[src/rtl/step_sequencer.sv]
// Pattern step sequencer feeding the synth voice.
//
// Holds a STEPS-entry pattern RAM (note, on, tie per entry) written through a
// simple write port. While `run` is high the sequencer advances one step every
// max(tempo_count, 2) clocks. For each sounding step it drives `trig` for
// min(gate_count, T-1) clocks, so untied notes always get a retrigger gap.
// A tied next step keeps `trig` high across the boundary (legato).
//
// Ports:
//   clk, rst      system clock, asynchronous active-high reset
//   run           1 = play, 0 = stop (restart always begins at step 0)
//   tempo_count   clocks per step (values < 2 behave as 2)
//   gate_count    clocks of trig per sounding step
//   length        active steps 1..STEPS (0 or > STEPS behaves as STEPS)
//   wr_*          pattern RAM write port
//   trig          gate to the synth
//   osc_count     pitch (half-period) to the synth
//   step_idx      current step
//   step_strobe   one-cycle pulse at every step start
module step_sequencer #(
    parameter int unsigned STEPS   = 16,
    parameter int unsigned STEP_W  = 4,
    parameter int unsigned TEMPO_W = 24
) (
    input  logic               clk,
    input  logic               rst,
    input  logic               run,
    input  logic [TEMPO_W-1:0] tempo_count,
    input  logic [TEMPO_W-1:0] gate_count,
    input  logic [STEP_W:0]    length,
    input  logic               wr_en,
    input  logic [STEP_W-1:0]  wr_addr,
    input  logic [15:0]        wr_note,
    input  logic               wr_on,
    input  logic               wr_tie,
    output logic               trig,
    output logic [15:0]        osc_count,
    output logic [STEP_W-1:0]  step_idx,
    output logic               step_strobe
);

    localparam logic [STEP_W:0]    LEN_MAX = (STEP_W+1)'(STEPS);
    localparam logic [TEMPO_W-1:0] T_MIN   = TEMPO_W'(2);
    localparam logic [TEMPO_W-1:0] ONE     = TEMPO_W'(1);

    typedef enum logic [0:0] {StIdle, StPlay} state_e;

    state_e             state;
    logic [TEMPO_W-1:0] cnt;
    logic               cur_on;

    logic [15:0]        note_mem [STEPS];
    logic [STEPS-1:0]   on_mem;
    logic [STEPS-1:0]   tie_mem;

    logic [TEMPO_W-1:0] t_eff;
    logic [TEMPO_W-1:0] gate_eff;
    logic [TEMPO_W-1:0] cnt_inc;
    logic [STEP_W:0]    len_eff;
    logic               boundary;
    logic [STEP_W-1:0]  start_idx;
    logic [STEP_W-1:0]  start_next;
    logic               start_tie;
    logic               hold_tie;

    // Successor of idx; an index already beyond a shortened length wraps to 0.
    function automatic logic [STEP_W-1:0] next_idx(input logic [STEP_W-1:0] idx,
                                                   input logic [STEP_W:0]   len);
        logic [STEP_W:0] inc;
        inc = {1'b0, idx} + (STEP_W+1)'(1);
        return (inc >= len) ? '0 : inc[STEP_W-1:0];
    endfunction

    always_comb begin
        t_eff      = (tempo_count < T_MIN) ? T_MIN : tempo_count;
        gate_eff   = (gate_count > t_eff - ONE) ? t_eff - ONE : gate_count;
        len_eff    = (length == '0 || length > LEN_MAX) ? LEN_MAX : length;
        boundary   = (cnt >= t_eff - ONE);
        cnt_inc    = cnt + ONE;
        // Step that starts at the next edge (from IDLE this is always step 0).
        start_idx  = (state == StIdle) ? '0 : next_idx(step_idx, len_eff);
        start_next = next_idx(start_idx, len_eff);
        // Tie lookahead for the step about to start, and for the playing step
        // (whose successor is start_idx while in PLAY).
        start_tie  = on_mem[start_idx] & on_mem[start_next] & tie_mem[start_next];
        hold_tie   = cur_on & on_mem[start_idx] & tie_mem[start_idx];
    end

    // Pattern RAM as a register array so it clears on reset.
    always_ff @(posedge clk or posedge rst) begin
        if (rst) begin
            for (int i = 0; i < STEPS; i++) begin
                note_mem[i] <= '0;
            end
            on_mem  <= '0;
            tie_mem <= '0;
        end else if (wr_en) begin
            note_mem[wr_addr] <= wr_note;
            on_mem[wr_addr]   <= wr_on;
            tie_mem[wr_addr]  <= wr_tie;
        end
    end

    always_ff @(posedge clk or posedge rst) begin
        if (rst) begin
            state       <= StIdle;
            cnt         <= '0;
            cur_on      <= 1'b0;
            step_idx    <= '0;
            step_strobe <= 1'b0;
            trig        <= 1'b0;
            osc_count   <= '0;
        end else begin
            step_strobe <= 1'b0;
            if (!run) begin
                state    <= StIdle;
                cnt      <= '0;
                step_idx <= '0;
                trig     <= 1'b0;
            end else if (state == StIdle || boundary) begin
                // Step start: latch the entry; the counter restarts at 0.
                state       <= StPlay;
                cnt         <= '0;
                step_idx    <= start_idx;
                step_strobe <= 1'b1;
                cur_on      <= on_mem[start_idx];
                trig        <= on_mem[start_idx] & ((gate_eff != '0) | start_tie);
                // Rests keep the previous pitch for the release tail.
                if (on_mem[start_idx]) begin
                    osc_count <= note_mem[start_idx];
                end
            end else begin
                cnt  <= cnt_inc;
                trig <= cur_on & ((cnt_inc < gate_eff) | hold_tie);
            end
        end
    end

endmodule

[config.mk]
export PLATFORM = sky130hd
export DESIGN_NAME = step_sequencer
export DESIGN_NICKNAME = d
export VERILOG_FILES = /design/src/rtl/step_sequencer.sv
export SDC_FILE = /design/constraint.sdc
export NUM_CORES = 1
export LEC_CHECK = 0
export BUFFER_PORTS_ARGS = -buffer_cell sky130_fd_sc_hd__buf_2
export CAP_MARGIN = 0
export CORE_MARGIN = 2
export CORE_UTILIZATION = 35
export CTS_BUF_LIST = sky130_fd_sc_hd__clkbuf_2 sky130_fd_sc_hd__clkbuf_4 sky130_fd_sc_hd__clkbuf_8
export CTS_CLUSTER_SIZE = 10
export DETAILED_ROUTE_END_ITERATION = 8
export PLACE_DENSITY = 0.49
export SLEW_MARGIN = 10
export SYNTH_ARGS = -nofsm -noshare
export SYNTH_HDL_FRONTEND = slang
export SYNTH_SLANG_ARGS = --single-unit
[constraint.sdc]
create_clock -name clk -period 32.5 [get_ports clk]
set_input_delay 8.125 -clock clk [delete_from_list [all_inputs] [get_ports clk]]
set_output_delay 8.125 -clock clk [all_outputs]
set_load 0.02 [all_outputs]
==> results of run 1 <==
[area by class of cell]
class | instances | area share (%)
antenna | 1 | 0.0119
clock buffer | 101 | 5.88
clock inverter | 8 | 0.429
inverter | 29 | 0.555
multi-input combinational | 1206 | 45.6
sequential | 336 | 40.1
tap | 680 | 4.05
timing repair buffer | 127 | 3.41
[worst register-to-register path, delay by kind of cell (launching register included)]
| kind | cells | cell delay, ns |
|---|---|---|
| AND/OR/NAND/NOR | 3 | 0.91 |
| multiplexers | 1 | 0.43 |
| AO/OA/AOI/OAI | 9 | 1.62 |
| adder cells (fa/ha/maj) | 4 | 1.54 |
| buffers and inverters | 5 | 1.59 |
| XOR/XNOR | 1 | 0.13 |
| flip-flops | 1 | 0.68 |
[registers in the layout (all words and copies together) (netlist names)]
register	flops
osc_count	16
note_mem	256
trig	1
tie_mem	16
cnt	24
on_mem	16
step_idx	4
step_strobe	1
cur_on	1
state	1
[cell usage after synthesis (27+ instances only)]
| cell type | n | share of area [%] |
|---|---|---|
| dfrtp_1 | 336 | 46 |
| mux2_2 | 297 | 18 |
| nand2_1 | 205 | 4.2 |
| clkbuf_1 | 84 | 1.7 |
| ha_1 | 82 | 5.6 |
| mux2i_1 | 69 | 3.8 |
| nand3_1 | 69 | 1.9 |
| nor2_1 | 56 | 1.1 |
| a21oi_1 | 45 | 1.2 |
| o21ai_0 | 36 | 0.98 |
| xnor2_1 | 35 | 1.7 |
| a31oi_1 | 33 | 1.1 |
| o221ai_1 | 29 | 1.4 |
| and3_1 | 28 | 0.95 |
| nor2b_1 | 28 | 0.95 |
| inv_1 | 27 | 0.55 |
[cell families after synthesis]
logic type,synth area share [%]
simple gates,12.7
mux,23.4
flops,45.7
compound gates,7.55
buf+inv,2.60
fa+ha+maj,5.63
xor+xnor,2.47
[power groups by stage]
stage          registers, uW  logic [uW]  clock network, uW
2_1_floorplan            568         165                  0
3_3_place_gp             565         230                  0
3_5_place_dp             569         236                  0
4_1_cts                  562         237                445
5_1_grt                  574         259                465
6_report                 562         234                432
[metal layers]
layer	vias to the layer above	part of all wire, %
li1	6246	-
met5	-	0.042
met3	75	4.1
met4	4	1.9
met1	6923	47
met2	291	47
[metrics by stage]
stage	std cells	utilization, %	hold WS (ns)
detailed placement	2378	38.1	0.474
CTS	2487	40.7	0.488
floorplan	1666	-	0.475
finish	2488	40.7	0.481
global placement	2378	38.1	0.466
global route	2487	40.7	0.496
[how the worst max path moves through the flow]
stage | slack, ns | cells after the start | to
after floorplan | 15.07 | 1 | cnt[0]$_DFF_PP0_
final | 18.22 | 32 | trig$_DFF_PP0_
after global routing | 17.66 | 32 | trig$_DFF_PP0_
after global placement | 17.88 | 32 | trig$_DFF_PP0_
after detailed placement | 17.68 | 32 | trig$_DFF_PP0_
after CTS | 18.38 | 32 | trig$_DFF_PP0_
==> flow_summary.json, run 1 <==
{
  "yosysUniqueCellTypes": 67,
  "max_stage_delay_ns": 0.57,
  "antenna_found_initial": 4,
  "crit_path_end_kind": "register",
  "die_w_um": 233,
  "swShare_pct": 28.3,
  "post_cts_buffers": 0,
  "multi_input_area_mm2": 0.00956,
  "regToRegSetupSlack_ns": 25.49,
  "postLayoutCellArea_mm2": 0.0210,
  "worstHoldStart": "osc_count[2]$_DFFE_PP0P_",
  "clkLatencyLatePin_ns": 0.67,
  "cts_resized": 0,
  "p_total_uw": 1230,
  "syn-instance-count": 1666,
  "viasPerCell": 5.44,
  "status": "finished clean",
  "critPathTopFamily": "simple AND/OR/NAND/NOR gates",
  "crit_required_ns": 33.07,
  "setup-violations-final": 0,
  "grt_first_pass_wirelength_mm": 85.4,
  "globalplace.congestion": 0.886,
  "switchingPower_uw": 347,
  "gr-total-overflow": 0,
  "hold_end": "osc_count[2]$_DFFE_PP0P_",
  "synth-seq-cells": 336,
  "syn_area_per_cell_um2": 11.0,
  "fin_skew_ns": 0.0389,
  "drc": 0,
  "pin_count": 101,
  "core_region_area_mm2": 0.0516,
  "drv_cap": 0,
  "ys.warnings.count": 0,
  "synthFlopType": "dfrtp_1",
  "rsz0062_at_grt": "no",
  "clock-sinks": 336,
  "cts.path.max_buffers": 3,
  "rows": 83,
  "grt_max_degree": 155,
  "hpwlAfterDp_mm": 33.9,
  "final_nets": 1920,
  "reg2reg_from": "step_idx[0]$_DFFE_PP0P_",
  "path_class": "input pin to register",
  "syn_nets": 1827,
  "reg2reg_to": "trig$_DFF_PP0_",
  "die_area_mm2": 0.0544,
  "synth-edff-count": 0,
  "clk_pin_slew_ns": 0.06,
  "fin_ws_ns": 18.22,
  "leakage_uw": 0.00925,
  "crit_start": "tempo_count[8]",
  "final_max_slew_viol_count": 0,
  "vdd_ir_drop_max_mv": 0.0403,
  "clockRootBuffer": "clkbuf_8",
  "p_seq_share_pct": 45.8,
  "critPathLaunchType": "input pin",
  "routed_wl_mm": 54.8,
  "die_y_um": 233,
  "seq_area_mm2": 0.00841,
  "dr.pass1.iters": 5,
  "initial_core_util_pct": 35.6,
  "fill_cells": 5025,
  "syn_area_mm2": 0.0184,
  "path_buf_inv": 3,
  "avgRoutedWirePerCell_um": 22.0,
  "drt-initial-drc-count": 682,
  "combPwrFrac_pct": 19.0,
  "grt_pass1_vias": 13900,
  "ant_nets": 0,
  "grtUsageMet3_pct": 2.86,
  "hold_violations": 0,
  "cts_tree": "yes",
  "clockPowerShare_pct": 35.2,
  "layout_common_cells": "dfrtp_1 (335), mux2_2 (297), nand2_1 (203)",
  "crit_fanout": 45,
  "fmax_mhz": 70.0,
  "numCtsBuffers": 59,
  "layout-drive-gt1-share_pct": 31.4,
  "grt_use_total_pct": 20.5,
  "met1_usage_pct": 28.1,
  "tightest_slew_ns": 1.02,
  "area_growth_pct": 14.1,
  "ys_seq_area_share_pct": 45.7,
  "rr_worst_depth": 23,
  "holdBufCountCts": 0,
  "htreeDepth": 2,
  "cp_slowest_cell": "or4_1",
  "synthArstFlopShare_pct": 100,
  "pre_cts_slack_ns": 17.68,
  "cpMostUsedCell": "ha_1",
  "p_int_uw": 880,
  "p_per_area_mw_per_mm2": 58.5,
  "dpl_cell_area_mm2": 0.0197,
  "place.port_buffers": 100,
  "layout_commonest_cell": "dfrtp_1",
  "vias": 13500,
  "holdCritPathClass": "register to register",
  "finalSetupTns_ns": 0,
  "fin_crit_sh_pct": 43.9,
  "slew_headroom_pct": 31.9,
  "period_needed_ns": 14.28,
  "worstPathArrival_ns": 14.85,
  "grt_busiest_layer": "met2",
  "grtUsageMet2_pct": 34.0,
  "min_path_cells": 1
}
(Power assumes the default switching activity.)
==> inputs of run 2 (changes only) <==
==> constraint.sdc (replaced) <==
create_clock -name clk -period 13.8 [get_ports clk]
set_input_delay 3.45 -clock clk [delete_from_list [all_inputs] [get_ports clk]]
set_output_delay 3.45 -clock clk [all_outputs]
set_load 0.02 [all_outputs]
==> flow_summary.json, run 2 (synthesis gave the netlist of run 1 again) <==
{
  "status": "finished clean",
  "cts.path.max_buffers": 3,
  "hold_end": "osc_count[3]$_DFFE_PP0P_",
  "max_stage_delay_ns": 0.57,
  "drv_cap": 0,
  "post_cts_buffers": 0,
  "hpwlAfterDp_mm": 34.3,
  "rows": 83,
  "grt_first_pass_wirelength_mm": 84.8,
  "diodes": 0,
  "grt_use_total_pct": 20.3,
  "layout_common_cells": "dfrtp_1 (335), mux2_2 (297), nand2_1 (204)",
  "finalSetupTns_ns": 0,
  "cts_tree": "yes",
  "vdd_ir_drop_max_mv": 0.0837,
  "fin_skew_ns": 0.0255,
  "grt_max_degree": 137,
  "layout_commonest_cell": "dfrtp_1",
  "hold_violations": 0,
  "cts_resized": 0,
  "top_register": "note_mem",
  "viasPerCell": 5.49,
  "critPathLaunchType": "input pin",
  "postLayoutCellArea_mm2": 0.0209,
  "clkLatencyLatePin_ns": 0.66,
  "dpl_cell_area_mm2": 0.0197,
  "worstHoldStart": "osc_count[3]$_DFFE_PP0P_",
  "initial_core_util_pct": 35.6,
  "final_nets": 1923,
  "ant_nets": 0,
  "htreeDepth": 2,
  "reg2reg_from": "step_idx[0]$_DFFE_PP0P_",
  "rsz0062_at_grt": "no",
  "vias": 13600,
  "crit_fanout": 45,
  "rr_worst_depth": 23,
  "slew_headroom_pct": 32.2,
  "die_area_mm2": 0.0544,
  "clockRootBuffer": "clkbuf_8",
  "drc": 0,
  "layoutNonFillerInstCount": 2479,
  "worstPathArrival_ns": 10.18,
  "fmax_mhz": 104,
  "worst_hold_slack_ns": 0.476,
  "p_total_uw": 2860,
  "holdCritPathClass": "register to register",
  "fin_crit_sh_pct": 69.7,
  "dr.pass1.iters": 4,
  "cp_slowest_cell": "or4_1",
  "pin_count": 101,
  "globalplace.congestion": 0.892,
  "antenna_found_initial": 1,
  "core_region_area_mm2": 0.0516,
  "gr-total-overflow": 0,
  "leakage_uw": 0.00922,
  "reg2reg_to": "trig$_DFF_PP0_",
  "dp.cells": 2381,
  "layout-drive-gt1-share_pct": 31.1,
  "setup-violations-final": 0,
  "area_growth_pct": 13.7,
  "regToRegSetupSlack_ns": 7.38,
  "crit_required_ns": 14.37,
  "path_class": "input pin to register",
  "tightest_slew_ns": 1.02,
  "drt-initial-drc-count": 840,
  "final_max_slew_viol_count": 0,
  "avgRoutedWirePerCell_um": 21.9,
  "min_path_cells": 1,
  "clock-sinks": 336,
  "routed_wl_mm": 54.3,
  "die_w_um": 233,
  "holdBufCountCts": 0,
  "period_needed_ns": 9.61,
  "crit_path_end_kind": "register",
  "p_per_area_mw_per_mm2": 137,
  "die_y_um": 233,
  "largest_reg_flops": 256,
  "top_regs": "note_mem (256), cnt (24)",
  "clk_pin_slew_ns": 0.06,
  "numCtsBuffers": 59,
  "place.port_buffers": 100,
  "grt_pass1_vias": 13900
}
-- run 2: metrics by stage --
step	utilization (%)	setup WS [ns]
detailed placement	38.1	3.61
global route	40.5	3.50
finish	40.5	4.19
CTS	40.5	4.28
global placement	38.1	3.83
floorplan	-	1.04
-- run 2: power by group --
part	leakage [uW]	total, uW	switching [uW]	internal, uW
logic	0.00438	550	266	284
registers	0.00417	1320	117	1210
clock network	0.000664	990	425	565
-- run 2: final cells by class --
class | count | area [um^2]
inverters | 29 | 116
flip-flops and latches | 336 | 8410
fillers | 4968 | 30700
multi-input cells | 1206 | 9560
repair buffers | 130 | 726
clock inverters | 10 | 143
well taps | 680 | 851
clock buffers | 88 | 1100
-- run 2: worst max-delay path by stage --
stage	slack, ns	from	cells past startpoint	endpoint
floorplan	1.04	rst	1	cnt[0]$_DFF_PP0_
global route	3.50	tempo_count[8]	33	trig$_DFF_PP0_
CTS	4.28	tempo_count[8]	32	trig$_DFF_PP0_
finish	4.19	tempo_count[8]	32	trig$_DFF_PP0_
detailed placement	3.61	tempo_count[8]	32	trig$_DFF_PP0_
global placement	3.83	tempo_count[8]	32	trig$_DFF_PP0_
-- run 2: routing by layer --
layer  vias to the layer above  routed length [um]  global-route usage (%)
li1                       6240                   -                       -
met4                         0                1170                    5.95
met3                        86                1880                    2.62
met2                       259               25600                    33.6
met5                         -                   0                       0
met1                      7031               25600                    27.6
-- run 2: worst max-delay path: cells and delay by family --
kind | cells | cell delay (ns)
adder cells (fa/ha/maj) | 3 | 0.88
AO/OA/AOI/OAI | 8 | 1.11
buffers and inverters | 3 | 0.63
AND/OR/NAND/NOR | 17 | 3.82
XOR/XNOR | 1 | 0.25
